## src/rtl/ack_bus_initiator.sv

```systemverilog
// ack_bus_initiator: module-side driver for the shared open-drain ACK bus.
// Queues local acks, arbitrates by lowest wired ID, and handshakes with the central arbiter.
`default_nettype none

module ack_bus_initiator #(
  parameter logic [1:0] SOURCE_ID      = 2'b00,
  parameter int         PEND_W         = 3,
  parameter int         TIMEOUT_CYCLES = 64,
  parameter int         TO_W           = 8
) (
  input  logic              clk,
  input  logic              rst_n,
  input  logic              ack_req_i,
  input  logic              ack_valid_n_bus,
  input  logic [1:0]        ack_id_bus,
  input  logic              ack_ready_i,
  output logic              ack_valid_n_oe,
  output logic [1:0]        ack_id_oe,
  output logic              req_o,
  output logic              busy,
  output logic [PEND_W-1:0] pending_cnt,
  output logic              ack_done,
  output logic              ack_timeout,
  output logic              ack_overflow
);

  typedef enum logic [1:0] {
    IDLE   = 2'd0,
    ASSERT = 2'd1,
    GAP    = 2'd2
  } state_t;

  localparam logic [PEND_W-1:0] PEND_MAX = {PEND_W{1'b1}};
  localparam logic [TO_W-1:0]   TO_LAST  = TO_W'(TIMEOUT_CYCLES - 1);
  localparam bit                TO_EN    = (TIMEOUT_CYCLES != 0);

  state_t          state;
  logic [TO_W-1:0] to_cnt;

  logic in_assert;
  logic grant;
  logic expire;
  logic dec;
  logic full;
  logic accept;
  logic drop;

  // The valid line and the low ID bit are observed only by the arbiter side.
  logic unused_bus_bits;
  assign unused_bus_bits = ^{ack_valid_n_bus, ack_id_bus[0]};

  always_comb begin
    in_assert = (state == ASSERT);
    grant     = in_assert & ack_ready_i;
    // Grant takes precedence over an expiring timer on the same edge.
    expire    = in_assert & TO_EN & (to_cnt == TO_LAST) & ~ack_ready_i;
    dec       = grant | expire;
    full      = (pending_cnt == PEND_MAX);
    accept    = ack_req_i & (~full | dec);
    drop      = ack_req_i & full & ~dec;
  end

  assign req_o          = in_assert;
  assign busy           = (state != IDLE);
  assign ack_valid_n_oe = in_assert;
  // Bit 1 depends only on state; bit 0 yields if a lower ID already owns bit 1.
  assign ack_id_oe[1]   = in_assert & ~SOURCE_ID[1];
  assign ack_id_oe[0]   = in_assert & ~SOURCE_ID[0] & (ack_id_bus[1] == SOURCE_ID[1]);

  always_ff @(posedge clk or negedge rst_n) begin
    if (!rst_n) begin
      state        <= IDLE;
      to_cnt       <= '0;
      pending_cnt  <= '0;
      ack_done     <= 1'b0;
      ack_timeout  <= 1'b0;
      ack_overflow <= 1'b0;
    end else begin
      ack_done     <= grant;
      ack_timeout  <= expire;
      ack_overflow <= drop;

      if (accept && !dec) begin
        pending_cnt <= pending_cnt + 1'b1;
      end else if (dec && !accept) begin
        pending_cnt <= pending_cnt - 1'b1;
      end

      case (state)
        IDLE: begin
          to_cnt <= '0;
          if ((pending_cnt != '0) || ack_req_i) begin
            state <= ASSERT;
          end
        end
        ASSERT: begin
          if (dec) begin
            state  <= GAP;
            to_cnt <= '0;
          end else begin
            to_cnt <= to_cnt + 1'b1;
          end
        end
        GAP: begin
          to_cnt <= '0;
          state  <= (pending_cnt != '0) ? ASSERT : IDLE;
        end
        default: begin
          state  <= IDLE;
          to_cnt <= '0;
        end
      endcase
    end
  end

endmodule

`default_nettype wire

```

## config.mk

```make
export PLATFORM = sky130hd
export DESIGN_NAME = ack_bus_initiator
export DESIGN_NICKNAME = d
export VERILOG_FILES = /design/src/rtl/ack_bus_initiator.sv
export SDC_FILE = /design/constraint.sdc
export NUM_CORES = 1
export LEC_CHECK = 0
export ABC_AREA = 1
export CAP_MARGIN = 40
export CORE_MARGIN = 8
export CORE_UTILIZATION = 48
export CTS_CLUSTER_DIAMETER = 40
export CTS_CLUSTER_SIZE = 20
export DETAILED_ROUTE_END_ITERATION = 10
export GPL_TIMING_DRIVEN = 1
export PLACE_DENSITY_LB_ADDON = 0.1
export SLEW_MARGIN = 0
export SYNTH_ARGS = -nofsm -noshare
export SYNTH_HDL_FRONTEND = slang
export SYNTH_SLANG_ARGS = --single-unit
```

## constraint.sdc

```tcl
create_clock -name clk -period 2.67 [get_ports clk]
set_input_delay 0.267 -clock clk [delete_from_list [all_inputs] [get_ports clk]]
set_output_delay 0.267 -clock clk [all_outputs]
set_load 0.005 [all_outputs]
```

Word-level counts from Yosys, hierarchy flattened
Cells that the tools add are included.

Register bits after elaboration: 16. Bits of input ports: 7.

Add/sub/neg operators: 3. Bitwise gates (word level): 13. Reduce and logical (&&, ||, !) cells: 10. Muxes and demuxes: 8. Equal/unequal tests: 6.

Operators with widths (count): two-way mux 8 bit (2); adder 8 x 1 -> 8 bit, second input constant (1); == test 8 x 6 -> 1 bit, second input constant (1); AND 1 bit (7); two-way mux 3 bit (2); one-hot mux 2 bit (3 select lines) (1); two-way mux 2 bit (2); NOT 1 bit (4); nonzero test 2 bit (2); adder 3 x 1 -> 3 bit, second input constant (1); == test 3 bit, second input constant (1); nonzero test 3 bit (1); subtractor 3 x 1 -> 3 bit, second input constant (1); == test 2 x 1 -> 1 bit, second input constant (1); == test 2 bit, second input constant (1); logical AND 1 bit (2); zero test 1 bit (2); zero test 2 bit (1); != test 2 x 1 -> 1 bit, second input constant (1); != test 2 bit, second input constant (1); bitwise OR 1 bit (2); AND reduction 2 bit (1); logical OR 1 bit (1); two-way mux 1 bit (1).

Logic depth before layout (Yosys ltp)
Word-level depth: 10. Gate-level depth with buffers: 13. Depth with buffers taken out: 13.

Worst setup path before layout
OpenSTA, ideal clock, no wires.

Path type: register to register. From: register to_cnt[0]. To: register pending_cnt[2]. Clock period less this slack: 2.016 ns. Required time: 2.539 ns. Path slack: 0.654 ns. Arrival time: 1.885 ns. Cell stages (with the launch flop): 14. Cell sequence: dfrtp_1 -> ha_1 -> nand3_1 -> nor2_2 -> nand2_1 -> nand3_1 -> nand2_1 -> inv_1 -> ha_1 -> inv_1 -> fa_1 -> a21oi_1 -> o21ai_0 -> xor2_1.

Word-level cells in the longest chain between the ends: 9.

Ends and longest elaborated chain: start: declaration (line 38) `logic [TO_W-1:0] to_cnt;`; start signal: assignment (line 101) `to_cnt <= to_cnt + 1'b1;`; == test 8 x 6 -> 1 bit (*) (line 56) `expire = in_assert & TO_EN & (to_cnt == TO_LAST) & ~ack_ready_i;`; AND 1 bit (*) (2 in series) (line 56); bitwise OR 1 bit (*) (line 57) `dec = grant | expire;`; bitwise OR 1 bit (line 59) `accept = ack_req_i & (~full | dec);`; AND 1 bit (line 59); zero test 1 bit (line 85) `end else if (dec && !accept) begin`; logical AND 1 bit (line 85); nonzero test 2 bit (no source line); end signal: assignment (line 84) `pending_cnt <= pending_cnt + 1'b1;`; end signal: assignment (line 86) `pending_cnt <= pending_cnt - 1'b1;`; end: declaration (line 21) `output logic [PEND_W-1:0] pending_cnt,`.

Mark *: on every way between the ends. The rest lies on a longest branch, timed or not. A chain may end at the register's enable or synchronous reset.

Final worst setup path
Ends and elaborated chain as after synthesis.

==> summary.md <==
| Metric | Value |
|---|---|
| Setup violators final | 0 |
| DIE AREA | 0.00331 mm² |
| Cell count after synthesis | 96 |
| Commonest register cell after synthesis | dfrtp_1 |
| Count leader, synth | inv_1 |
| Syn Area/Cell | 8.63 µm² |
| Dpl hpwl | 1190 µm |
| Post-synth EDFFs | 0 |
| Area Overhead vs Synth | 23.3% |
| ANT cells | 0 |
| Top cells by area, synth | dfrtp_1 (48%), inv_1 (7.7%), nand2_1 (7.3%) |
| Ys Warns | 0 |
| Crit path time final | 2200 ps |
| CP Class | reg2reg |
| CTS root buf | clkbuf_4 |
| H-tree levels | 1 |
| Actual slew at the worst max-slew pin | 715 ps |
| Crit end category | flop |
| Min-delay worst type | in2async |
| Internal power | 0.584 mW |
| Switching fraction of total power | 33.8% |
| DR vias/cell | 4.78 |
| Synthesized flop and latch total | 16 |
| Share of cells above drive strength 1 | 13.3% |
| Final #Nets | 124 |
| Initial antenna violation count | 0 |
| Crit path DAT | 2360 ps |
| Setup TNS | 0 ps |
| Die outline height | 57.5 µm |
| Clk_lat worst skew | 280 ps |
| Total grt overflow | 0 |
| Relative slew slack | 52.2% |
| Synth top area share | 48.3% |
| Fin crit share | 82.3% |
| Crit path max fanout | 4 |
| Register area | 400 µm² |
| # rows | 15 |
| Busiest grt layer | met2 |
| M1 GR Usage | 12.4% |
| Crit path from | to_cnt[0] |
| Status | complete, no violations |
| Max-cap violations | 0 |
| Layout Cells excl Fill | 130 |
| Via count of the first global-routing pass | 675 |
| CTS sink cnt | 16 |
| R2r worst-path depth | 13 |
| Reg power frac | 38.3% |
| P_sw | 0.298 mW |
| Synth Net Count | 106 |
| Fmax | 455 MHz |
| Core Area | 0.00167 mm² |
| Clk network pwr share | 18.2% |
| Vias | 621 |
| Leakage power | 0.473 nW |
| Final Max Slew Viols | 0 |
| Post-layout util | 61.1% |
| Mapped Area | 828 µm² |
| CP Launch Type | flop |
| Buffers on Ports | 15 |
| Num CTS Buffers | 3 |
| Hold-fix buffers, CTS | 0 |
| 1st-pass router iterations | 4 |
| Combinational fraction of design power | 43.4% |
| VDD IR-drop max | 538 µV |
| Total GRT Usage | 11.0% |
| Pwr Density | 865 mW/mm² |
| I/O pin cnt | 18 |
| DRC violations left | 0 |
| Wirelength per Cell | 12.0 µm |
| TritonCTS clock tree | done |
| Reg2reg start | to_cnt[0] |
| Resized cells post-CTS | 0 |
| Post-synth ARST share | 100% |
| GR Util met3 | 2.24% |
| M2 GR Usage | 19.1% |
| Worst Path Required | 2840 ps |
| Final RePlAce weighted congestion | 0.773 |
| Clock transition at the registers of the reported paths | 100 ps |
| Post-CTS Setup Inserts | 0 |
| Fillers | 145 |
| Seq/Total Area, Yosys | 48.3% |
| CTS Buffer Depth | 2 |
| Initial core utilization | 49.6% |
| Synth cell types | 21 |
| Multi-input gate area | 345 µm² |
| Post-synthesis cell type with the largest combined area | dfrtp_1 |
| Final Hold Viols | 0 |
| DRT Wirelength | 1560 µm |
| Largest net degree at the start of global routing | 17 |
| Post-route ant nets | 0 |
| Die width | 57.5 µm |
| Placed cell count | 126 |
| Clock skew | 4.29 ps |
| RSZ-0062 raised after global routing | false |
| First-pass GRT wire length | 2890 µm |
| Most frequent cells after synthesis | inv_1 (17), dfrtp_1 (16), nand2_1 (16) |
| Iteration-0 DRC Markers | 4 |
kinds of logic (layout without fill, tap and decap cells):
| group | after synthesis | in the layout | synth area share (%) |
|---|---|---|---|
| AND/OR/NAND/NOR | 47 | 47 | 27.9 |
| buffers and inverters | 20 | 37 | 9.97 |
| flip-flops | 16 | 16 | 48.3 |
| AO/OA/AOI/OAI | 6 | 6 | 4.08 |
| XOR/XNOR | 4 | 4 | 4.23 |
| adder cells (fa/ha/maj) | 3 | 3 | 5.44 |
cell usage in the layout, fill, tap and decap left out, types with 2 or more instances in the layout:
cell type	n
inv_1	17
nand2_1	16
dfrtp_1	16
nor2_1	15
clkdlybuf4s50_1	15
nand3_1	5
a21oi_1	4
clkbuf_4	3
nand2_2	2
nor2_2	2
xor2_1	2
xnor2_1	2
nor3_1	2
nor3_2	2
ha_1	2
cell type report:
type / instances / share of cell area [%]
multi-input cells: 60 / 33.8
inverters: 18 / 6.62
repair buffers: 15 / 14.7
flip-flops and latches: 16 / 39.2
clock buffers: 4 / 3.55
well taps: 17 / 2.08
per-stage QoR:
stage          cell area, µm²  power [mW]  setup slack [ps]  hold slack [ps]
2_1_floorplan             828       0.562               654            -28.6
3_3_place_gp              985       0.727               486              472
3_5_place_dp              985       0.731               471              487
4_1_cts                  1020       0.895               452              433
5_1_grt                  1020       0.958               173              476
6_report                 1020       0.883               474              403
power by group through the flow:
stage	clock network (mW)	logic [mW]	registers, mW
2_1_floorplan	0	0.222	0.340
3_3_place_gp	0	0.386	0.341
3_5_place_dp	0	0.387	0.344
4_1_cts	0.163	0.392	0.339
5_1_grt	0.176	0.434	0.347
6_report	0.161	0.384	0.338
layer usage:
metal	part of all wire (%)	up-vias	routed length, µm
li1	-	320	-
met4	0.77	0	12
met1	43	293	676
met2	53	6	829
met3	2.6	2	41
met5	0	-	0
worst paths after layout:
check	to	slack, ps
worst min-delay path	to_cnt[3]	400
max in group asynchronous	to_cnt[4]	1820
worst min register to register	to_cnt[0]	500
worst max register to register	pending_cnt[2]	470
worst max-delay path	pending_cnt[2]	470
min in group clk	to_cnt[0]	500
worst max-delay path, cell delays in order, from the launching register on:
cell and delay, ps:
dfrtp_1 410, ha_1 200, nand3_1 100, nor2_2 130, nand2_1 110, nand3_1 80
nand2_1 50, inv_1 50, ha_1 120, inv_1 60, fa_1 370, a21oi_1 140
o21ai_0 110, xor2_1 150
state kept, by name, summed over array words and instances (netlist names):
name,flops
to_cnt,8
ack_timeout,1
pending_cnt,3
ack_done,1
ack_overflow,1
state,2
Note: power is estimated with default switching activity, not from simulation.
